File: src/rtl/spi_frame_parser.sv
// spi_frame_parser
//  Framing stage between the SPI slave byte stream and the BSRAM image buffer.
//  Validates CS-delimited packets (SYNC, LEN_HI, LEN_LO, LEN payload bytes, CHK),
//  writes payload bytes to the buffer from address 0 and reports done/error per frame.
// Ports
//  clk_i          system clock
//  rst_i          synchronous active-high reset
//  cs_n_i         synchronised chip select, low = packet open
//  rx_data_i      byte from the SPI slave
//  rx_valid_i     single-cycle byte strobe
//  rx_ready_o     byte accept (0 in reset, 1 otherwise)
//  wr_en_o        BRAM write strobe
//  wr_addr_o      BRAM write address
//  wr_data_o      BRAM write data
//  frame_done_o   1-cycle pulse, packet passed all checks
//  frame_err_o    1-cycle pulse, packet rejected
//  err_code_o     reject reason: 0 sync, 1 length, 2 checksum, 3 truncated
//  frame_len_o    payload length of the last good frame
//  frame_count_o  good-frame counter, wraps
//  busy_o         parser is not idle
module spi_frame_parser #(
  parameter int unsigned ADDR_WIDTH = 15,
  parameter int unsigned MAX_LEN    = 32768,
  parameter logic [7:0]  SYNC_BYTE  = 8'hA5
) (
  input  logic                  clk_i,
  input  logic                  rst_i,
  input  logic                  cs_n_i,
  input  logic [7:0]            rx_data_i,
  input  logic                  rx_valid_i,
  output logic                  rx_ready_o,
  output logic                  wr_en_o,
  output logic [ADDR_WIDTH-1:0] wr_addr_o,
  output logic [7:0]            wr_data_o,
  output logic                  frame_done_o,
  output logic                  frame_err_o,
  output logic [1:0]            err_code_o,
  output logic [15:0]           frame_len_o,
  output logic [7:0]            frame_count_o,
  output logic                  busy_o
);

  // 17 bits so that MAX_LEN = 65536 would still compare correctly
  localparam logic [16:0] MaxLenW = 17'(MAX_LEN);

  typedef enum logic [2:0] {
    S_IDLE, S_LEN_H, S_LEN_L, S_PAYLOAD, S_CHECK, S_WAIT_CS
  } state_e;

  state_e                state_q;
  logic                  rx_ready_q;
  logic                  wr_en_q;
  logic [ADDR_WIDTH-1:0] wr_addr_q;
  logic [7:0]            wr_data_q;
  logic                  frame_done_q;
  logic                  frame_err_q;
  logic [1:0]            err_code_q;
  logic [15:0]           frame_len_q;
  logic [7:0]            frame_count_q;
  logic [7:0]            len_hi_q;
  logic [15:0]           len_q;
  logic [15:0]           idx_q;
  logic [7:0]            sum_q;

  logic [15:0]           idx_d;
  logic [7:0]            sum_d;
  logic [15:0]           len_c;
  logic                  len_bad_c;
  logic                  pkt_open_c;

  assign idx_d      = idx_q + 16'd1;
  assign sum_d      = sum_q + rx_data_i;
  assign len_c      = {len_hi_q, rx_data_i};
  assign len_bad_c  = (len_c == 16'd0) || ({1'b0, len_c} > MaxLenW);
  // cs_n rising in these states means the packet was cut short
  assign pkt_open_c = (state_q == S_LEN_H) || (state_q == S_LEN_L) ||
                      (state_q == S_PAYLOAD) || (state_q == S_CHECK);

  // Framing FSM with registered outputs
  always_ff @(posedge clk_i) begin
    if (rst_i) begin
      state_q       <= S_IDLE;
      rx_ready_q    <= 1'b0;
      wr_en_q       <= 1'b0;
      wr_addr_q     <= '0;
      wr_data_q     <= 8'd0;
      frame_done_q  <= 1'b0;
      frame_err_q   <= 1'b0;
      err_code_q    <= 2'd0;
      frame_len_q   <= 16'd0;
      frame_count_q <= 8'd0;
      len_hi_q      <= 8'd0;
      len_q         <= 16'd0;
      idx_q         <= 16'd0;
      sum_q         <= 8'd0;
    end else begin
      rx_ready_q   <= 1'b1;
      wr_en_q      <= 1'b0;
      frame_done_q <= 1'b0;
      frame_err_q  <= 1'b0;
      if (cs_n_i) begin
        // chip select closes the packet; a same-cycle byte is dropped
        state_q <= S_IDLE;
        if (pkt_open_c) begin
          frame_err_q <= 1'b1;
          err_code_q  <= 2'd3;
        end
      end else if (rx_valid_i) begin
        case (state_q)
          S_IDLE: begin
            if (rx_data_i == SYNC_BYTE) begin
              state_q <= S_LEN_H;
            end else begin
              frame_err_q <= 1'b1;
              err_code_q  <= 2'd0;
              state_q     <= S_WAIT_CS;
            end
          end
          S_LEN_H: begin
            len_hi_q <= rx_data_i;
            state_q  <= S_LEN_L;
          end
          S_LEN_L: begin
            if (len_bad_c) begin
              frame_err_q <= 1'b1;
              err_code_q  <= 2'd1;
              state_q     <= S_WAIT_CS;
            end else begin
              len_q   <= len_c;
              idx_q   <= 16'd0;
              sum_q   <= 8'd0;
              state_q <= S_PAYLOAD;
            end
          end
          S_PAYLOAD: begin
            wr_en_q   <= 1'b1;
            wr_addr_q <= idx_q[ADDR_WIDTH-1:0];
            wr_data_q <= rx_data_i;
            sum_q     <= sum_d;
            idx_q     <= idx_d;
            if (idx_q == len_q - 16'd1) state_q <= S_CHECK;
          end
          S_CHECK: begin
            if (rx_data_i == sum_q) begin
              frame_done_q  <= 1'b1;
              frame_len_q   <= len_q;
              frame_count_q <= frame_count_q + 8'd1;
            end else begin
              frame_err_q <= 1'b1;
              err_code_q  <= 2'd2;
            end
            state_q <= S_WAIT_CS;
          end
          default: state_q <= state_q;
        endcase
      end
    end
  end

  assign rx_ready_o    = rx_ready_q;
  assign wr_en_o       = wr_en_q;
  assign wr_addr_o     = wr_addr_q;
  assign wr_data_o     = wr_data_q;
  assign frame_done_o  = frame_done_q;
  assign frame_err_o   = frame_err_q;
  assign err_code_o    = err_code_q;
  assign frame_len_o   = frame_len_q;
  assign frame_count_o = frame_count_q;
  assign busy_o        = (state_q != S_IDLE);

endmodule

File: config.mk
export PLATFORM = sky130hd
export DESIGN_NAME = spi_frame_parser
export DESIGN_NICKNAME = d
export VERILOG_FILES = /design/src/rtl/spi_frame_parser.sv
export SDC_FILE = /design/constraint.sdc
export NUM_CORES = 1
export LEC_CHECK = 0
export CORE_MARGIN = 2
export CORE_UTILIZATION = 45
export CTS_BUF_LIST = sky130_fd_sc_hd__clkbuf_16
export CTS_CLUSTER_SIZE = 40
export DETAILED_ROUTE_END_ITERATION = 10
export GPL_TIMING_DRIVEN = 0
export PLACE_DENSITY = 0.72
export SLEW_MARGIN = 20
export SYNTH_ARGS = -nofsm -noshare
export SYNTH_HDL_FRONTEND = slang
export SYNTH_SLANG_ARGS = --single-unit
File: constraint.sdc
create_clock -name clk_i -period 4.3 [get_ports clk_i]
set_clock_uncertainty 0.1 [all_clocks]
set_input_delay 1.29 -clock clk_i [delete_from_list [all_inputs] [get_ports clk_i]]
set_output_delay 1.29 -clock clk_i [all_outputs]
set_load 0.01 [all_outputs]
==> Word-level counts from Yosys, hierarchy flattened <==
Index checks and enable logic that the tools add are counted.
{ "word_totals": {"ff_bits": 104, "input_bits": 12, "out_inout_bits": 54, "wordCells": 82} }
{ "op_classes": {"add_sub_neg": 4, "order_cmp": 1, "eq_ne": 13, "mux": 25, "n_bitwise": 4, "reduce_logical": 21} }
{ "ops": {"columns": ["cell", "count"], "rows": [
  ["16-bit case mux with 2 select lines", 1],
  ["16-bit by 1-bit adder with 16-bit output, second input constant", 1],
  ["16-bit == test", 1],
  ["16-bit > comparator, second input constant", 1],
  ["16-bit logical NOT", 1],
  ["16-bit 2-to-1 mux", 1],
  ["8-bit case mux with 2 select lines", 1],
  ["16-bit by 1-bit subtractor with 16-bit output, second input constant", 1],
  ["3-bit case mux with 5 select lines", 1],
  ["2-bit 2-to-1 mux", 6],
  ["4-bit AND reduction", 3],
  ["1-bit 2-to-1 mux", 9],
  ["3-bit 2-to-1 mux", 3],
  ["3-bit != test, second input constant", 3],
  ["3-bit AND reduction", 3],
  ["8-bit by 1-bit adder with 8-bit output, second input constant", 1],
  ["8-bit adder", 1],
  ["8-bit == test", 1],
  ["8-bit == test, second input constant", 1],
  ["8-bit 2-to-1 mux", 1],
  ["3-bit by 2-bit == test with 1-bit output, second input constant", 2],
  ["2-bit case mux with 3 select lines", 1],
  ["6-bit AND reduction", 1],
  ["5-bit nonzero test", 1],
  ["other kinds (14)", 22]
]} }

==> Longest topological paths before layout <==
Gate-level depths: netlist of the first run.
{ "depth": {"word_depth": 6, "depth_mapped": 9, "mapped_depth_nobuf": 8} }

==> Worst setup path before layout of the first run <==
Ideal clock, no wire load.
{ "synth_timing": {"path_type": "input to register", "startpoint": "input port rx_data_i[6]", "endpoint": "register frame_count_q[1] (netlist: frame_count_o[1])", "setup_ps": 132, "t_arrival_ps": 3249, "t_required_ps": 4068, "path_slack_ps": 819, "stages": 8, "n_path_buf": 2, "cell_sequence": "ha_1 -> or4b_1 -> a2111o_1 -> or2_1 -> clkbuf_1 -> clkbuf_1 -> nand2_1 -> a21oi_1"} }
{ "synth_via": {"elab_chain_len": 2} }
{ "synth_lines": {"columns": ["item", "line_no", "source"], "rows": [
  ["from (decl)", "29", "input logic [7:0] rx_data_i,"],
  ["8-bit == test", "144", "if (rx_data_i == sum_q) begin"],
  ["4-bit AND reduction (no line)", null, null],
  ["to (signal assigned)", "147", "frame_count_q <= frame_count_q + 8'd1;"],
  ["to (decl)", "59", "logic [7:0] frame_count_q;"]
]} }
No other way between the ends.
A chain may end at the register's enable or synchronous reset.

==> Worst setup path in the final report of the first run <==
{ "layout_timing": {"startpoint": "input port rx_data_i[5]", "endpoint": "register frame_len_q[15] (netlist: frame_len_o[15])"} }
{ "layout_via": {"elab_chain_len": 2} }
{ "layout_lines": {"columns": ["item", "line_no", "source"], "rows": [
  ["8-bit == test", "144", null],
  ["4-bit AND reduction (no line)", null, null],
  ["to (signal assigned)", "146", "frame_len_q <= len_q;"],
  ["to (decl)", "58", "logic [15:0] frame_len_q;"]
]} }
No other way between the ends.

==> results.py, run 1 <==
metrics = {
    "run_status": {
        "outcome": "finished clean",
    },
    "route": {
        "ant_nets": 0,
        "drt_pass1_iterations": 5,
        "routedWlPerCell_um": 15.78,
        "drt_iter0_markers": 255,
        "viasPerCell": 5.578,
        "drc": 0,
        "vias": 4630,
        "wl_mm": 13.10,
    },
    "worst_setup_path": {
        "crit_chain": "clkdlybuf4s50_1 -> ha_1 -> or4b_1 -> a2111o_1 -> or2_1 -> clkbuf_1 -> clkbuf_1 -> nand2_1 -> a21oi_1",
        "ff2ff_setup_slack_ps": 1380,
        "r2r_end": "state_q[0]$_SDFFE_PP0P_",
        "cp_slowest_stage_delay_ps": 620,
        "slowest_stage": "clkdlybuf4s50_1",
        "rr_startpoint": "len_q[0]$_SDFFE_PP0P_",
        "crit_type": "primary input to flip-flop",
        "startpoint": "rx_data_i[5]",
        "crit_top_cell": "clkbuf_1",
        "crit_buf_inv": 3,
        "critical_path_required_ps": 4410,
        "crit_fanout": 10,
        "cp-start-kind": "primary input",
        "cp.arrival_ps": 4260,
        "endpoint_kind": "flip-flop",
        "cp_top_family": "buffers and inverters",
        "rr_worst_depth": 9,
    },
    "yosys": {
        "synth_seq_cells": 104,
        "synth_top_area_frac": 0.4246,
        "synthArstFlopShare": 0,
        "ys_warn_count": 0,
        "synth_enable_flop_cells": 0,
        "netlist_instances": 611,
        "ys_types": 56,
        "ys_seq_area_frac": 0.4246,
        "synth.area.top_cells": "dfxtp_1 (42%), nand2_1 (11%), a21oi_1 (7.5%)",
        "syn_area_per_cell_sq_um": 8.025,
        "synthesis.area_sq_um": 4903,
        "synth_area_leader_cell": "dfxtp_1",
        "ys_dominant_reg_cell": "dfxtp_1",
        "synth.net_count": 634,
    },
    "clocking": {
        "cts.sinks": 104,
        "clkTransAtPathRegs_ps": 80,
        "cts_tree": "done",
        "insertion_delay_ps": 350,
        "cts_buffers": 9,
        "cts_htree_levels": 3,
        "cts-root-buf": "clkbuf_16",
        "postCtsSetupBuffers": 0,
        "postCtsHoldBufs": 0,
        "cts_resized": 0,
        "clockBufferDepth": 2,
    },
    "global_route": {
        "grt_max_degree": 21,
        "grt_pass1_vias": 4222,
        "grt_pass1_wl_mm": 21.01,
        "grt_antenna_before_repair": 0,
        "track_usage": 0.2266,
        "grt_overflow_total": 0,
    },
    "timing": {
        "slew_headroom": 0.4574,
        "tightestPinTransition_ps": 810.9,
        "rsz0062_at_grt": "no",
        "setup_viol": 0,
        "fmax_mhz": 240.8,
        "fin_crit_sh": 0.9658,
        "final-max-slew-violation-count": 0,
        "fin_crit_ps": 4153,
        "final_hold_viol_count": 0,
    },
    "cells_and_area": {
        "finalNetCount": 708,
        "drive_above_1_share": 0.04493,
        "fillCellCount": 1014,
        "design_area_sq_um": 6040,
        "diodes": 0,
        "area_growth_pct": 23.17,
        "final_common_cell": "nand2_1",
        "most-common-layout-cells": "nand2_1 (139), dfxtp_1 (104), a21oi_1 (73)",
        "fin_cells": 830,
    },
    "place": {
        "gp_congestion": 0.9062,
        "dp.cells": 814,
        "post_dp_cell_area_sq_um": 5709,
        "place_hpwl_mm": 9.529,
        "port_buffers": 63,
    },
    "floorplan": {
        "io_pins": 66,
        "start_util": 0.4563,
        "die_h_um": 108.4,
        "die_w_um": 108.4,
        "core_sq_um": 10750,
        "dieArea_sq_um": 11750,
        "rows": 38,
    },
    "run": {
        "maxCapViolations": 0,
    },
    "power_and_ir_drop": {
        "powerDensity_nw_per_um2": 321.6,
        "ir_drop_v": 0.0002073,
        "finalPower_mw": 1.942,
        "cellLeakagePower_nw": 2.118,
    },
    "worst_hold_path": {
        "min_to": "wr_addr_o[10]$_SDFFE_PP0P_",
        "min_path_cells": 2,
        "min_from": "wr_addr_o[10]$_SDFFE_PP0P_",
        "hp-class": "flip-flop to flip-flop",
    },
}
## kinds of logic (layout without fill, tap and decap cells)
family,after synthesis,after routing,share of synthesized area
simple gates,268,268,0.2519
xor+xnor,39,39,0.06966
buf+inv,51,130,0.04491
compound gates,127,127,0.1569
mux,11,11,0.02246
flops,104,104,0.4246
fa+ha+maj,11,11,0.02960
## report_power, final
group	switching, mW	total (mW)	leakage (nW)	internal [mW]
sequential	0.00428	0.972	0.839	0.967
combinational	0.0620	0.0951	1.12	0.0332
clock	0.405	0.876	0.157	0.471
total	0.471	1.94	2.12	1.47
## registers in the layout (all words and copies together), names as in the netlist, 2 cells and up
signal and count:
frame_len_o 16, idx_q 16, len_q 16, wr_addr_o 15, frame_count_o 8, len_hi_q 8
sum_q 8, wr_data_o 8, state_q 3, err_code_o 2
## synth_stat cells, types with 10 or more instances
master / count
inv_1: 12
nand4_1: 13
mux2i_1: 11
a21oi_1: 73
ha_1: 10
clkbuf_1: 31
xnor2_1: 20
dfxtp_1: 104
nand2_1: 139
o21ai_0: 13
nor2_1: 49
xor2_1: 19
## how the worst max path moves through the flow
stage | cells past startpoint | to
after detailed placement | 9 | frame_len_o[15]$_SDFFE_PP0P_
after global routing | 9 | frame_len_o[10]$_SDFFE_PP0P_
final | 9 | frame_len_o[15]$_SDFFE_PP0P_
after CTS | 9 | frame_len_o[15]$_SDFFE_PP0P_
after floorplan | 8 | frame_count_o[1]$_SDFFE_PP0P_
after global placement | 9 | frame_len_o[15]$_SDFFE_PP0P_
## tightest hold or removal path, delay by kind of cell (launching register included)
kind            cells  cell delay (ps)
flops               1              310
simple gates        1               50
compound gates      1               50
## final cells by class
| class | instances | area (sq um) | area share |
|---|---|---|---|
| multi-input combinational | 456 | 2609 | 0.4319 |
| sequential | 104 | 2082 | 0.3447 |
| buffer | 39 | 175.2 | 0.02900 |
| clock inverter | 7 | 97.59 | 0.01616 |
| inverter | 12 | 45.04 | 0.007458 |
| tap | 140 | 175.2 | 0.02900 |
| clock buffer | 9 | 225.2 | 0.03729 |
| timing repair buffer | 63 | 630.6 | 0.1044 |
## stage by stage
stage	TNS [ps]	hold slack (ps)	setup WS, ps	utilization
floorplan	0	335.6	818.7	-
global placement	-1531	342.3	-162.1	0.5313
detailed placement	-1907	346.1	-183.9	0.5313
CTS	0	357.2	173.7	0.5614
global route	0	373.1	10.75	0.5621
finish	0	355.7	147.2	0.5621
## routing by layer
layer / vias up / wire length (um) / GRT usage
li1: 2269 / - / -
met2: 157 / 6178 / 0.3688
met5: - / 0 / 0
met1: 2170 / 5929 / 0.3063
met3: 34 / 648 / 0.03195
met4: 0 / 346 / 0.08242
Power figures use the tool's default switching activity.
==> inputs of run 2 (changes only) <==
==> constraint.sdc (replaced) <==
create_clock -name clk_i -period 5.35 [get_ports clk_i]
set_clock_uncertainty 0.1 [all_clocks]
set_input_delay 1.605 -clock clk_i [delete_from_list [all_inputs] [get_ports clk_i]]
set_output_delay 1.605 -clock clk_i [all_outputs]
set_load 0.01 [all_outputs]
==> results.py, run 2 (same netlist as run 1, synthesis figures left out) <==
metrics = {
    "run_status": {
        "outcome": "finished clean",
    },
    "clocking": {
        "insertion_delay_ps": 340,
        "cts_tree": "done",
        "cts_resized": 0,
        "cts.sinks": 104,
        "postCtsSetupBuffers": 0,
        "clockBufferDepth": 2,
        "postCtsHoldBufs": 0,
        "cts_htree_levels": 3,
        "clkTransAtPathRegs_ps": 80,
        "cts_buffers": 9,
        "cts-root-buf": "clkbuf_16",
    },
    "global_route": {
        "grt_antenna_before_repair": 0,
        "grt_pass1_vias": 4222,
        "track_usage": 0.2266,
        "met2_usage": 0.3688,
        "grt_overflow_total": 0,
        "grt_max_degree": 21,
        "gr-usage-met1": 0.3063,
        "grt_pass1_wl_mm": 21.01,
        "grt_use_met3": 0.03195,
        "busiest_layer": "met2",
    },
    "power_and_ir_drop": {
        "cellLeakagePower_nw": 2.117,
        "seq_power_share": 0.501,
        "pwr-share-comb": 0.049,
        "power.internal_mw": 1.182,
        "swShare": 0.2416,
        "clock_power_share": 0.450,
        "powerDensity_nw_per_um2": 258.5,
        "finalPower_mw": 1.559,
        "p_switching_uw": 376.8,
        "ir_drop_v": 0.0001656,
    },
    "timing": {
        "rsz0062_at_grt": "no",
        "slew_headroom": 0.4579,
        "final-max-slew-violation-count": 0,
        "setup_viol": 0,
        "fmax_mhz": 223.8,
        "setup_slack_ps": 881.0,
        "tightestPinTransition_ps": 810.1,
        "fin_crit_sh": 0.8353,
        "final_hold_viol_count": 0,
        "setup_tns_ps": 0,
        "fin_crit_ps": 4469,
    },
    "floorplan": {
        "start_util": 0.4563,
        "die_w_um": 108.4,
        "core_sq_um": 10750,
        "io_pins": 66,
        "die_h_um": 108.4,
        "dieArea_sq_um": 11750,
        "rows": 38,
    },
    "cells_and_area": {
        "area_growth_pct": 23.02,
        "drive_above_1_share": 0.04348,
        "diodes": 0,
        "final_common_cell": "nand2_1",
        "fin_util": 0.5614,
        "fin_cells": 830,
        "finalNetCount": 708,
        "most-common-layout-cells": "nand2_1 (139), dfxtp_1 (104), a21oi_1 (73)",
    },
    "worst_setup_path": {
        "endpoint_kind": "flip-flop",
        "slowest_stage": "clkdlybuf4s50_1",
        "cp-start-kind": "primary input",
        "crit_type": "primary input to flip-flop",
        "cp_top_family": "buffers and inverters",
        "crit_buf_inv": 3,
        "cp_slowest_stage_delay_ps": 600,
        "critical_path_required_ps": 5450,
        "crit_fanout": 10,
        "crit_chain": "clkdlybuf4s50_1 -> ha_1 -> or4b_1 -> a2111o_1 -> or2_1 -> clkbuf_1 -> clkbuf_1 -> nand2_1 -> a21oi_1",
        "cp.arrival_ps": 4570,
        "crit_top_cell": "clkbuf_1",
    },
    "place": {
        "place_hpwl_mm": 9.529,
        "gp_congestion": 0.9062,
        "dp.cells": 814,
        "port_buffers": 63,
        "post-place-ws_ps": 551.1,
    },
    "route": {
        "wl_mm": 13.07,
        "drc": 0,
        "routedWlPerCell_um": 15.74,
        "drt_pass1_iterations": 6,
        "viasPerCell": 5.569,
        "vias": 4622,
        "ant_nets": 0,
        "drt_iter0_markers": 277,
    },
    "run": {
        "maxCapViolations": 0,
    },
    "worst_hold_path": {
        "hp-class": "flip-flop to flip-flop",
    },
}
## run 2: worst min-delay path, cell delays in order (launching register included)
cell and delay, ps:
dfxtp_1 310, nand2_1 50, a21oi_1 50
## run 2: area by class of cell
cell class,instances,area (sq um)
buffer,39,175.2
clock buffer,9,225.2
clock inverter,7,97.59
fill,1016,4713
inverter,12,45.04
multi-input combinational,456,2601
sequential,104,2082
tap,140,175.2
timing repair buffer,63,630.6
## run 2: per-stage QoR
| stage | area [sq um] | hold slack, ps |
|---|---|---|
| finish | 6032 | 355.7 |
| CTS | 6032 | 357.2 |
| global placement | 5709 | 342.3 |
| floorplan | 4903 | 335.6 |
| detailed placement | 5709 | 346.1 |
| global route | 6032 | 373.1 |
## run 2: final timing paths
kind | from | endpoint | slack (ps) | cells past startpoint
setup reg to reg | len_q[0]$_SDFFE_PP0P_ | state_q[2]$_SDFFE_PP0P_ | 2440 | 9
hold reg to reg | wr_addr_o[10]$_SDFFE_PP0P_ | wr_addr_o[10]$_SDFFE_PP0P_ | 360 | 2
hold / removal | wr_addr_o[10]$_SDFFE_PP0P_ | wr_addr_o[10]$_SDFFE_PP0P_ | 360 | 2
setup / recovery | rx_data_i[6] | frame_len_o[15]$_SDFFE_PP0P_ | 880 | 9
## run 2: metal layers
metal	routed length, um	part of all wire
met5	0	0
met3	587	0.045
met2	6204	0.47
met4	322	0.025
met1	5952	0.46
## run 2: power groups by stage
stage / clock network [mW] / registers [mW] / logic (mW)
final: 0.702 / 0.781 / 0.0762
after global routing: 0.738 / 0.782 / 0.0822
after CTS: 0.713 / 0.781 / 0.0745
after detailed placement: 0 / 0.799 / 0.0741
after global placement: 0 / 0.799 / 0.0725
after floorplan: 0 / 0.799 / 0.0386
==> inputs of run 3 (changes only) <==
--- a/config.mk
+++ b/config.mk
@@ -11,7 +11,7 @@
 export CTS_CLUSTER_SIZE = 40
 export DETAILED_ROUTE_END_ITERATION = 10
 export GPL_TIMING_DRIVEN = 0
-export PLACE_DENSITY = 0.72
+export PLACE_DENSITY = 0.75
 export SLEW_MARGIN = 20
 export SYNTH_ARGS = -nofsm -noshare
 export SYNTH_HDL_FRONTEND = slang
==> constraint.sdc (replaced) <==
create_clock -name clk_i -period 3.7 [get_ports clk_i]
set_clock_uncertainty 0.1 [all_clocks]
set_input_delay 1.11 -clock clk_i [delete_from_list [all_inputs] [get_ports clk_i]]
set_output_delay 1.11 -clock clk_i [all_outputs]
set_load 0.01 [all_outputs]
==> results.py, run 3 (same netlist as run 1, synthesis figures left out) <==
metrics = {
    "cells_and_area": {
        "fillCellCount": 1031,
        "diodes": 0,
        "finalNetCount": 708,
        "most-common-layout-cells": "nand2_1 (139), dfxtp_1 (104), a21oi_1 (73)",
        "register_area_sq_um": 2082,
        "multi_input_comb_area_sq_um": 2628,
        "final_common_cell": "nand2_1",
        "drive_above_1_share": 0.04638,
        "area_growth_pct": 22.66,
    },
    "clocking": {
        "insertion_delay_ps": 350,
        "cts-root-buf": "clkbuf_16",
        "postCtsSetupBuffers": 0,
        "clkTransAtPathRegs_ps": 70,
        "cts.sinks": 104,
        "cts_tree": "done",
        "clockBufferDepth": 2,
        "postCtsHoldBufs": 0,
        "cts_htree_levels": 3,
        "cts_buffers": 9,
    },
    "floorplan": {
        "io_pins": 66,
        "dieArea_sq_um": 11750,
        "core_sq_um": 10750,
        "start_util": 0.4563,
        "rows": 38,
        "die_h_um": 108.4,
        "die_w_um": 108.4,
    },
    "worst_setup_path": {
        "cp.arrival_ps": 3680,
        "rr_worst_depth": 9,
        "crit_fanout": 10,
        "crit_buf_inv": 3,
        "r2r_end": "state_q[1]$_SDFFE_PP0P_",
        "cp-start-kind": "primary input",
        "critical_path_required_ps": 3800,
        "slowest_stage": "or4b_1",
        "cp_slowest_stage_delay_ps": 510,
        "crit_type": "primary input to flip-flop",
        "ff2ff_setup_slack_ps": 630,
        "crit_chain": "dlygate4sd2_1 -> ha_1 -> or4b_1 -> a2111o_1 -> or2_1 -> clkbuf_1 -> buf_2 -> nand2_1 -> a21oi_1",
        "endpoint_kind": "flip-flop",
        "startpoint": "rx_data_i[0]",
        "rr_startpoint": "len_q[0]$_SDFFE_PP0P_",
        "cp_top_family": "buffers and inverters",
    },
    "power_and_ir_drop": {
        "cellLeakagePower_nw": 2.115,
        "ir_drop_v": 0.0001900,
        "powerDensity_nw_per_um2": 360.5,
        "finalPower_mw": 2.168,
    },
    "worst_hold_path": {
        "min_path_cells": 2,
        "min_to": "wr_addr_o[9]$_SDFFE_PP0P_",
        "min_from": "wr_addr_o[9]$_SDFFE_PP0P_",
        "hp-class": "flip-flop to flip-flop",
    },
    "place": {
        "place_hpwl_mm": 9.635,
        "port_buffers": 63,
        "gp_congestion": 0.9581,
    },
    "global_route": {
        "grt_overflow_total": 0,
        "grt_max_degree": 17,
        "track_usage": 0.2340,
        "grt_pass1_vias": 4491,
        "grt_pass1_wl_mm": 21.36,
        "grt_antenna_before_repair": 0,
    },
    "run": {
        "maxCapViolations": 0,
    },
    "run_status": {
        "outcome": "finished clean",
    },
    "timing": {
        "tightestPinTransition_ps": 900.7,
        "final-max-slew-violation-count": 0,
        "rsz0062_at_grt": "no",
        "timing.hold.ws_ps": 353.9,
        "fin_crit_ps": 3575,
        "fin_crit_sh": 0.9662,
        "final_hold_viol_count": 0,
        "slew_headroom": 0.3973,
        "fmax_mhz": 279.7,
        "setup_viol": 0,
    },
    "route": {
        "drt_iter0_markers": 309,
        "drc": 0,
        "viasPerCell": 5.746,
        "ant_nets": 0,
        "drt_pass1_iterations": 5,
        "vias": 4769,
        "wl_mm": 13.49,
        "routedWlPerCell_um": 16.25,
    },
}
[run 3: worst register-to-register path, cell delays in order, from the launching register on]
cell and delay [ps]:
dfxtp_1 300, clkbuf_1 200, inv_1 100, ha_1 220, nor3b_2 490, nand2_1 150
o311ai_0 380, o2111ai_1 230, nor4b_2 590, a21oi_1 160
[run 3: cell type report]
| class | count | share of cell area |
|---|---|---|
| Tap cell | 140 | 0.02912 |
| Inverter | 12 | 0.007489 |
| Clock buffer | 9 | 0.03745 |
| Timing Repair Buffer | 63 | 0.1030 |
| Buffer | 39 | 0.02933 |
| Clock inverter | 7 | 0.01061 |
| Multi-Input combinational cell | 456 | 0.4369 |
| Sequential cell | 104 | 0.3462 |
[run 3: routing by layer]
| layer | global-route usage | part of all wire | routed length [um] |
|---|---|---|---|
| met2 | 0.3994 | 0.49 | 6589 |
| met1 | 0.2914 | 0.42 | 5653 |
| met3 | 0.04943 | 0.067 | 897 |
| met5 | 0 | 0 | 0 |
| met4 | 0.08425 | 0.026 | 345 |
[run 3: timing repair]
action                     4_1_cts  5_1_grt
gates resized for setup         10        5
cloned                           0        0
setup endpoints to repair       29        9
[run 3: metrics by stage]
step	setup slack (ps)	utilization	instances	instance area (sq um)	TNS (ps)
2_1_floorplan	398.7	-	611	4903	0
3_3_place_gp	-590.2	0.5313	814	5709	-20650
3_5_place_dp	-578.7	0.5313	814	5709	-21670
4_1_cts	91.91	0.5588	830	6005	0
5_1_grt	2.659	0.5597	830	6015	0
6_report	125.1	0.5597	830	6015	0
[run 3: power by group]
group,internal [mW],leakage [nW],switching [mW]
clock,0.519,0.146,0.410
sequential,1.13,0.839,0.00525
combinational,0.0364,1.13,0.0726
[run 3: worst max-delay path by stage]
stage / endpoint / slack (ps) / cells after the start
2_1_floorplan: frame_count_o[1]$_SDFFE_PP0P_ / 400 / 8
3_3_place_gp: frame_len_o[15]$_SDFFE_PP0P_ / -590 / 9
3_5_place_dp: frame_len_o[15]$_SDFFE_PP0P_ / -580 / 9
4_1_cts: frame_len_o[0]$_SDFFE_PP0P_ / 90 / 9
5_1_grt: frame_len_o[15]$_SDFFE_PP0P_ / 3 / 9
6_report: frame_len_o[0]$_SDFFE_PP0P_ / 130 / 9
